## config.mk

```make
export PLATFORM = sky130hd
export DESIGN_NAME = rvvi_retire_queue
export DESIGN_NICKNAME = d
export VERILOG_FILES = /design/src/rtl/rvvi_retire_queue.sv
export SDC_FILE = /design/constraint.sdc
export NUM_CORES = 1
export LEC_CHECK = 0
export ABC_AREA = 0
export BUFFER_PORTS_ARGS = -buffer_cell sky130_fd_sc_hd__buf_4
export CORE_MARGIN = 2
export CORE_UTILIZATION = 60
export CTS_CLUSTER_SIZE = 16
export DETAILED_ROUTE_END_ITERATION = 8
export PLACE_DENSITY = 0.83
export SYNTH_ARGS = -nofsm -noshare
export SYNTH_HDL_FRONTEND = slang
export SYNTH_SLANG_ARGS = --single-unit
```

## constraint.sdc

```tcl
create_clock -name clk -period 17.6 [get_ports clk]
set_input_delay 3.52 -clock clk [delete_from_list [all_inputs] [get_ports clk]]
set_output_delay 3.52 -clock clk [all_outputs]
set_load 0.02 [all_outputs]
```

## src/rtl/rvvi_retire_queue.sv

```systemverilog
// RVVI retire-event queue: circular FIFO of DEPTH trace events with sticky overflow flag.
// Optional sequence checking of in_order is enabled by defining RVVI_ORDER_CHECK_EN.
module rvvi_retire_queue #(
  parameter int ILEN  = 32,
  parameter int XLEN  = 32,
  parameter int DEPTH = 8
) (
  input  logic                   clk,
  input  logic                   reset,
  input  logic                   in_valid,
  input  logic [63:0]            in_order,
  input  logic [ILEN-1:0]        in_insn,
  input  logic [XLEN-1:0]        in_pc_rdata,
  input  logic [XLEN-1:0]        in_pc_wdata,
  input  logic                   in_trap,
  input  logic                   in_halt,
  input  logic [1:0]             in_mode,
  input  logic                   in_rd_wb,
  input  logic [4:0]             in_rd_addr,
  input  logic [XLEN-1:0]        in_rd_wdata,
  output logic                   out_valid,
  input  logic                   out_ready,
  output logic [63:0]            out_order,
  output logic [ILEN-1:0]        out_insn,
  output logic [XLEN-1:0]        out_pc_rdata,
  output logic [XLEN-1:0]        out_pc_wdata,
  output logic                   out_trap,
  output logic                   out_halt,
  output logic [1:0]             out_mode,
  output logic                   out_rd_wb,
  output logic [4:0]             out_rd_addr,
  output logic [XLEN-1:0]        out_rd_wdata,
  output logic [$clog2(DEPTH):0] count,
  output logic                   overflow,
  output logic                   order_err,
  output logic [63:0]            err_order
);

  localparam int AW = $clog2(DEPTH);

  typedef struct packed {
    logic [63:0]     order;
    logic [ILEN-1:0] insn;
    logic [XLEN-1:0] pc_rdata;
    logic [XLEN-1:0] pc_wdata;
    logic            trap;
    logic            halt;
    logic [1:0]      mode;
    logic            rd_wb;
    logic [4:0]      rd_addr;
    logic [XLEN-1:0] rd_wdata;
  } entry_t;

  entry_t        r_mem [DEPTH];
  logic [AW-1:0] r_wr_ptr;
  logic [AW-1:0] r_rd_ptr;
  logic [AW:0]   r_count;
  logic          r_overflow;

  logic   w_full;
  logic   w_empty;
  logic   w_pop;
  logic   w_push;
  entry_t w_in;
  entry_t w_head;

  assign w_full  = (r_count == (AW+1)'(DEPTH));
  assign w_empty = (r_count == '0);
  assign w_pop   = !w_empty && out_ready;
  // A full queue still accepts when the head leaves in the same cycle.
  assign w_push  = in_valid && (!w_full || w_pop);

  assign w_in = '{order: in_order, insn: in_insn, pc_rdata: in_pc_rdata,
                  pc_wdata: in_pc_wdata, trap: in_trap, halt: in_halt,
                  mode: in_mode, rd_wb: in_rd_wb, rd_addr: in_rd_addr,
                  rd_wdata: in_rd_wdata};

  // Empty forces zeros, so async reset of the count also clears out_* at once.
  assign w_head = w_empty ? '0 : r_mem[r_rd_ptr];

  always_ff @(posedge clk) begin
    if (w_push) r_mem[r_wr_ptr] <= w_in;
  end

  always_ff @(posedge clk or posedge reset) begin
    if (reset) begin
      r_wr_ptr   <= '0;
      r_rd_ptr   <= '0;
      r_count    <= '0;
      r_overflow <= 1'b0;
    end else begin
      if (w_push) r_wr_ptr <= r_wr_ptr + 1'b1;
      if (w_pop)  r_rd_ptr <= r_rd_ptr + 1'b1;
      case ({w_push, w_pop})
        2'b10:   r_count <= r_count + 1'b1;
        2'b01:   r_count <= r_count - 1'b1;
        default: r_count <= r_count;
      endcase
      if (in_valid && !w_push) r_overflow <= 1'b1;
    end
  end

  assign out_valid    = !w_empty;
  assign out_order    = w_head.order;
  assign out_insn     = w_head.insn;
  assign out_pc_rdata = w_head.pc_rdata;
  assign out_pc_wdata = w_head.pc_wdata;
  assign out_trap     = w_head.trap;
  assign out_halt     = w_head.halt;
  assign out_mode     = w_head.mode;
  assign out_rd_wb    = w_head.rd_wb;
  assign out_rd_addr  = w_head.rd_addr;
  assign out_rd_wdata = w_head.rd_wdata;
  assign count        = r_count;
  assign overflow     = r_overflow;

`ifdef RVVI_ORDER_CHECK_EN
  logic        r_seen;
  logic [63:0] r_expected;
  logic        r_order_err;
  logic [63:0] r_err_order;

  // Every observed event, dropped or not, advances the expected order.
  always_ff @(posedge clk or posedge reset) begin
    if (reset) begin
      r_seen      <= 1'b0;
      r_expected  <= '0;
      r_order_err <= 1'b0;
      r_err_order <= '0;
    end else if (in_valid) begin
      r_seen     <= 1'b1;
      r_expected <= in_order + 64'd1;
      if (r_seen && (in_order != r_expected) && !r_order_err) begin
        r_order_err <= 1'b1;
        r_err_order <= r_expected;
      end
    end
  end

  assign order_err = r_order_err;
  assign err_order = r_err_order;
`else
  assign order_err = 1'b0;
  assign err_order = '0;
`endif

endmodule

```

==> results.md, run 1 <==
- Lkg Pwr: between 20 and 25 nW
- Cell Area, Synth: approximately 63000 um2
- Fraction of final layout cells sized beyond drive strength 1: 0.331
- Count of clock tree sinks: 1627
- Slew at the pin with the worst max-slew slack: 1.65 ns
- Endpoints failing hold: 0
- Violations in the final reports: max-slew violations
- Final std cells w/o fill: 4702
- Number of DRC markers after the initial detailed-route iteration: 3297
- Y dimension of the die: 327 um
- Maximum ir drop on the vdd rail: 0.177 mV
- Synthesized instance count: 2701
- RSZ-0062 raised after global routing: no
- Largest net degree at the start of global routing: 174
- Sequential cell area fraction in the yosys report: 0.780
- Fin Hold WS: 0.511 ns
- Placement-stage worst setup slack: 10.03 ns
- Min-Delay Path Class: flop to flop
- # placed instances: 4405
- Register bit total from synthesis: 1627
- Top library cells by usage in the layout, fill and taps aside: sky130_fd_sc_hd__edfxtp_1, sky130_fd_sc_hd__buf_4, sky130_fd_sc_hd__mux4_2, sky130_fd_sc_hd__mux2i_1, sky130_fd_sc_hd__nor2_1
- Endpoint class of the critical path: output port
- Required @ worst endpoint: 14.08 ns
- Leading cell type in the layout, fill and taps excluded: sky130_fd_sc_hd__edfxtp_1
- Via count of the first global-routing pass: 30800
- Total negative setup slack: 0 ns
- Clock-pin slew on the worst setup and hold paths: 0.06 ns
- Worst-Skew Late Latency: 0.74 ns
- Crit. Startpoint: r_rd_ptr[0]$_DFFE_PP0N_
- Hold buffer count at cts: 0
- Capturing element of the worst setup path: out_pc_wdata[29]
- Count of input and output buffers: 413
- Detailed placer's ending HPWL: between 70000 and 80000 um
- R2r setup slk: ~13 ns
- TritonCTS clock tree: yes
- Final setup margin: 9.27 ns
- Worst reg-to-reg path cell count: 6
- Primary flip-flop cell chosen by synthesis mapping: sky130_fd_sc_hd__edfxtp_1
- Max Transition Viols Final: 63
- Total DRC errors in the routed layout: 0
- Critical path fanouts, max: 122
- End of the worst register-to-register path: r_mem[5][98]$_DFFE_PP_
- Number of nets at the end of the flow: between 3000 and 4000
- Period utilisation layout: 0.473
- Critical path arrival: about 4.8 ns
- Area of the core: 103000 um2
- Die area: 107000 um2
- Total of max-cap violations: 0
- Max transition margin: -0.103
- Final setup violation count: 0
- Via count normalized by instance count: 6.31
- Final WL: 139000 um
- Floorplan row count: 118
- Max Root-Sink Buffers: 3
- Clock buffers created by TritonCTS: 158
- Clock H-tree levels: 4
- Number of enable flip-flop cells after synthesis: 1616
- RD Place Congestion: 0.736
- Run status: complete, but fails checks
- Crit Path Category: flop to output port
- Distinct cell type count after synthesis: 35
- Post-Syn Area per Cell: 23.2 um2
- Number of I/O pins: 479
- Worst clock skew on the final layout: 0.0298 ns
- Power per unit of standard cell area: between 150 and 200 nW/um2
- Post-CTS Resized: 0
- Clock period minus worst slack: 8.33 ns
- Max Clk Rate: 120 MHz
- Root buffer cell: sky130_fd_sc_hd__clkbuf_16
- Startpoint of the worst-slack reg-to-reg timing path: count[0]$_DFFE_PP0P_
- Share of synthesized flip-flops with an asynchronous set or reset: 0.00676
- Global-route wire length before repair: between 200000 and 250000 um
- Total number of vias: 29700
- Overall fraction of global-route tracks in use: 0.261
- Horizontal extent of the die: 327 um
- Post-CTS Setup Repair Bufs: 0
- Startpoint class of the critical path: flop
- Effective utilization at floorplan: 0.604
- Detailed-route wire length per cell: 29.6 um
- Post-detailed-route count of antenna-violating nets: 0
- Sum of overflow across all layers after global routing: 0
- First drt pass iteration count: 6
- Ys Warns: 0
- Initial antenna violation count: 31
- Area growth from synthesis to layout: 14.6%
-- synth_stat cells (2+ instances only) --
| cell type | instances | area share |
|---|---|---|
| sky130_fd_sc_hd__edfxtp_1 | 1616 | 0.78 |
| sky130_fd_sc_hd__mux4_2 | 404 | 0.15 |
| sky130_fd_sc_hd__nor2_1 | 210 | 0.013 |
| sky130_fd_sc_hd__mux2i_1 | 205 | 0.033 |
| sky130_fd_sc_hd__buf_2 | 79 | 0.0063 |
| sky130_fd_sc_hd__buf_4 | 65 | 0.0078 |
| sky130_fd_sc_hd__buf_6 | 40 | 0.0072 |
| sky130_fd_sc_hd__clkbuf_1 | 16 | 0.00096 |
| sky130_fd_sc_hd__dfrtp_1 | 11 | 0.0044 |
| sky130_fd_sc_hd__nand2_1 | 11 | 0.00066 |
| sky130_fd_sc_hd__xnor2_1 | 5 | 0.00070 |
| sky130_fd_sc_hd__ha_1 | 4 | 0.00080 |
| sky130_fd_sc_hd__inv_1 | 4 | 0.00024 |
| sky130_fd_sc_hd__nand2b_1 | 4 | 0.00040 |
| sky130_fd_sc_hd__nand3_1 | 3 | 0.00024 |
| sky130_fd_sc_hd__nor3_1 | 3 | 0.00024 |
| sky130_fd_sc_hd__mux2_1 | 2 | 0.00036 |
| sky130_fd_sc_hd__nor2b_1 | 2 | 0.00020 |
-- stage by stage --
stage | area, um2 | util | power (mW)
after floorplan | 62800 | - | 8.00
after global placement | 66700 | 0.644 | 9.23
after detailed placement | 66700 | 0.644 | 9.35
after CTS | 71600 | 0.692 | 12.6
after global routing | 71700 | 0.692 | 13.0
final | 71700 | 0.692 | 12.6
-- how the worst min path moves through the flow --
stage	start	end	slack, ns	cells past startpoint
global route	overflow$_DFFE_PP0P_	overflow$_DFFE_PP0P_	0.52	1
global placement	overflow$_DFFE_PP0P_	overflow$_DFFE_PP0P_	0.47	1
finish	overflow$_DFFE_PP0P_	overflow$_DFFE_PP0P_	0.51	1
CTS	overflow$_DFFE_PP0P_	overflow$_DFFE_PP0P_	0.51	1
detailed placement	overflow$_DFFE_PP0P_	overflow$_DFFE_PP0P_	0.49	1
floorplan	r_wr_ptr[0]$_DFFE_PP0P_	r_wr_ptr[0]$_DFFE_PP0P_	0.49	2
-- flip-flops by register name (all words and copies together), names as in the netlist --
signal / cells
r_mem: 1616
count: 4
r_rd_ptr: 3
r_wr_ptr: 3
overflow: 1
-- layout make-up --
cell class | count | area, um2
Clock buffer | 200 | 4150
Sequential cell | 1627 | 48800
Clock inverter | 81 | 797
Fill cell | 5920 | 31800
Inverter | 5 | 18.8
Antenna cell | 16 | 40.0
Tap cell | 1380 | 1730
Timing Repair Buffer | 462 | 3520
Multi-Input combinational cell | 931 | 12600
-- routing by layer --
layer | GRT usage | share of wire | vias up
met4 | 0.0948 | 0.030 | 34
met1 | 0.339 | 0.37 | 15700
li1 | - | - | 12100
met3 | 0.0658 | 0.087 | 264
met2 | 0.433 | 0.52 | 1595
met5 | 0 | 0.0017 | -
-- cells by family (layout without fill, tap and decap cells) --
logic type / count (synthesis) / count (layout) / synth area share
xor gates and xnor gates: 6 / 6 / 0.000840
muxes: 611 / 611 / 0.179
AOI/OAI and AO/OA: 7 / 7 / 0.00110
and+or+nand+nor: 237 / 237 / 0.0148
DFF: 1627 / 1627 / 0.780
other: 1 / 81 / 0.0000600
buffers and inverters: 207 / 748 / 0.0229
adders and majority gates: 5 / 5 / 0.00112
-- worst max-delay path, stage by stage (launching register included) --
cell,delay (ns)
sky130_fd_sc_hd__dfrtp_4,0.92
sky130_fd_sc_hd__buf_4,0.90
sky130_fd_sc_hd__buf_12,0.64
sky130_fd_sc_hd__mux4_2,0.64
sky130_fd_sc_hd__mux2i_1,0.22
sky130_fd_sc_hd__nor2_1,0.11
sky130_fd_sc_hd__buf_4,0.22
-- power breakdown --
| group | total, mW | leakage, nW | internal, mW | switching, mW |
|---|---|---|---|---|
| sequential | 4.98 | 14.8 | 4.79 | 0.186 |
| combinational | 4.35 | 6.88 | 1.85 | 2.49 |
| clock | 3.24 | 2.41 | 1.85 | 1.38 |
No activity file was read; power rests on OpenSTA's default activity.
==> inputs of run 2 (changes only) <==
==> constraint.sdc (replaced) <==
create_clock -name clk -period 8.09 [get_ports clk]
set_input_delay 1.618 -clock clk [delete_from_list [all_inputs] [get_ports clk]]
set_output_delay 1.618 -clock clk [all_outputs]
set_load 0.02 [all_outputs]
==> run 2 against run 1 <==
- the run now ends clean
- critical endpoint is now out_insn[8]
- core utilization increased by 0.14 points
- highest routed layer unchanged
- design area increased by 0.21%
- register-to-register slack got worse by 8.7 ns
- largest power group unchanged
- sequential share of layout area decreased by 0.14 points
- critical path depth decreased by 1
- non-clock buffer count decreased by 12
- cell count decreased by 0.40%
- worst hold slack got worse by 0.026 ns
- clock-buffer cell count decreased by 5
==> results.md, run 2 (same netlist as run 1, synthesis figures left out) <==
- Run status: finished clean
- Max Clk Rate: between 150 and 200 MHz
- Top library cells by usage in the layout, fill and taps aside: sky130_fd_sc_hd__edfxtp_1, sky130_fd_sc_hd__buf_4, sky130_fd_sc_hd__mux4_2, sky130_fd_sc_hd__mux2i_1, sky130_fd_sc_hd__nor2_1
- Clock-pin slew on the worst setup and hold paths: roughly 0.06 ns
- Worst-Skew Late Latency: 0.77 ns
- Share of power burned in the clock network: 0.258
- Startpoint class of the critical path: flop
- Switching portion of total power: 0.325
- Global-route wire length before repair: 199000 um
- Number of nets at the end of the flow: 3383
- Leading cell type in the layout, fill and taps excluded: sky130_fd_sc_hd__edfxtp_1
- Total DRC errors in the routed layout: 0
- Required @ worst endpoint: 6.47 ns
- Post-CTS Resized: 0
- Count of clock tree sinks: 1627
- Die area: roughly 110000 um2
- Critical path's slowest cell: sky130_fd_sc_hd__dfrtp_4
- Worst path top cell family by delay: flip-flops
- Grt met1 use: 0.339
- Endpoints failing hold: 0
- Y dimension of the die: about 330 um
- Period utilisation layout: 0.665
- Area of the core: 103000 um2
- Power share of the combinational group: 0.347
- Clock buffers created by TritonCTS: 157
- Fraction of final layout cells sized beyond drive strength 1: 0.329
- Critical path fanouts, max: roughly 110
- Part of the total power dissipated in sequential elements: 0.395
- Met2 Usage GRT: 0.428
- RSZ-0062 raised after global routing: no
- Worst clock skew on the final layout: 0.0291 ns
- Area of combinational cells with multiple inputs: 12600 um2
- TritonCTS clock tree: yes
- Post-route design area: 71800 um2
- Area after DPL: 66800 um2
- Max Root-Sink Buffers: 3
- Lkg Pwr: 24.1 nW
- Post-detailed-route count of antenna-violating nets: 0
- Global routing's busiest layer: met2
- Global-route met3 utilization: 0.0551
- Fin Hold WS: 0.485 ns
- Final WL: ~140000 um
- Detailed-route wire length per cell: 29.1 um
- Total of max-cap violations: 0
- First drt pass iteration count: 6
- Maximum ir drop on the vdd rail: 0.374 mV
- Max transition margin: 0.198
- Via count normalized by instance count: 6.32
- Via count of the first global-routing pass: 30700
- Clock period minus worst slack: around 5.4 ns
- Initial antenna violation count: 18
- Largest stage delay on the critical path: slightly below 1 ns
- Number of I/O pins: 479
- Count of input and output buffers: 413
- Largest register FFs: between 1500 and 2000
- Crit Path Category: flop to output port
- Slew at the pin with the worst max-slew slack: 1.20 ns
- Area growth from synthesis to layout: 14.9%
- Max Transition Viols Final: 0
- Horizontal extent of the die: around 330 um
- Effective utilization at floorplan: 0.604
- Endpoint class of the critical path: output port
- Power per unit of standard cell area: 381 nW/um2
- Final setup violation count: 0
- Overall fraction of global-route tracks in use: 0.256
- Register bank with the most flops: r_mem
- Post-CTS Setup Repair Bufs: 0
- Total number of vias: ~30000
- Number of DRC markers after the initial detailed-route iteration: 3050
- Detailed placer's ending HPWL: 68300 um
- Int Power: 18.5 mW
- Chain of cells forming the critical path: buf_12, mux4_2, mux2i_1, nor2_1, buf_4
- CP bufs+invs: 2
- Min-Delay Path Class: flop to flop
- Floorplan row count: 118
- Largest net degree at the start of global routing: 171
- # fillers: 5814
- Clock H-tree levels: 4
- Total net switching power: 8.90 mW
- Sequential Area: 48800 um2
- Critical path arrival: ~3.8 ns
- Sum of overflow across all layers after global routing: 0
- RD Place Congestion: 0.781
- Root buffer cell: sky130_fd_sc_hd__clkbuf_16
- Hold buffer count at cts: 0
run 2: cell types whose count changed in the layout (fill, tap and decap cells not counted), moves of 3 or more:
cell / previous run / this run
sky130_fd_sc_hd__buf_4: 458 / 428
sky130_fd_sc_hd__buf_12: 4 / 22
sky130_fd_sc_hd__diode_2: 16 / 8
sky130_fd_sc_hd__clkbuf_1: 40 / 33
sky130_fd_sc_hd__clkinv_1: 29 / 36
sky130_fd_sc_hd__clkbuf_8: 0 / 4
sky130_fd_sc_hd__inv_16: 1 / 5
sky130_fd_sc_hd__inv_6: 6 / 3
run 2: power groups by stage:
| stage | clock (mW) | combinational (mW) | sequential (mW) |
|---|---|---|---|
| 2_1_floorplan | 0 | 6.33 | 11.1 |
| 3_3_place_gp | 0 | 9.29 | 10.8 |
| 3_5_place_dp | 0 | 9.43 | 10.9 |
| 4_1_cts | 7.15 | 9.58 | 10.8 |
| 5_1_grt | 7.46 | 9.97 | 10.9 |
| 6_report | 7.05 | 9.49 | 10.8 |
run 2: path summary, 6_finish.rpt:
kind | startpoint | depth (start not counted) | endpoint | slack, ns
min in group asynchronous | reset | 2 | count[3]$_DFFE_PP0P_ | 0.87
setup reg to reg | count[1]$_DFFE_PP0P_ | 5 | r_mem[0][136]$_DFFE_PP_ | 4.64
max in group asynchronous | reset | 2 | r_rd_ptr[0]$_DFFE_PP0N_ | 6.83
setup / recovery | r_rd_ptr[0]$_DFFE_PP0N_ | 5 | out_insn[8] | 2.71
hold / removal | overflow$_DFFE_PP0P_ | 1 | overflow$_DFFE_PP0P_ | 0.48
hold reg to reg | overflow$_DFFE_PP0P_ | 1 | overflow$_DFFE_PP0P_ | 0.48
run 2: stage by stage:
step,power (mW),utilization,setup TNS [ns],instances,worst slack [ns]
floorplan,17.4,-,-5087.68,2765,-3.35
global placement,20.1,0.646,0,4393,3.46
detailed placement,20.4,0.646,0,4393,3.44
CTS,27.5,0.694,0,4675,2.62
global route,28.3,0.694,0,4681,2.40
finish,27.4,0.694,0,4683,2.71
run 2: final cells by class:
cell class | count | share of cell area
multi-input combinational | 931 | 0.175
clock buffer | 195 | 0.0575
tap | 1380 | 0.0240
antenna | 8 | 0.000279
sequential | 1627 | 0.680
timing repair buffer | 450 | 0.0509
clock inverter | 87 | 0.0119
inverter | 5 | 0.000261
run 2: layer usage:
layer | part of all wire | wire (um)
met5 | 0.0012 | 157
met2 | 0.52 | 71100
met4 | 0.028 | 3880
met3 | 0.081 | 11000
met1 | 0.37 | 50100
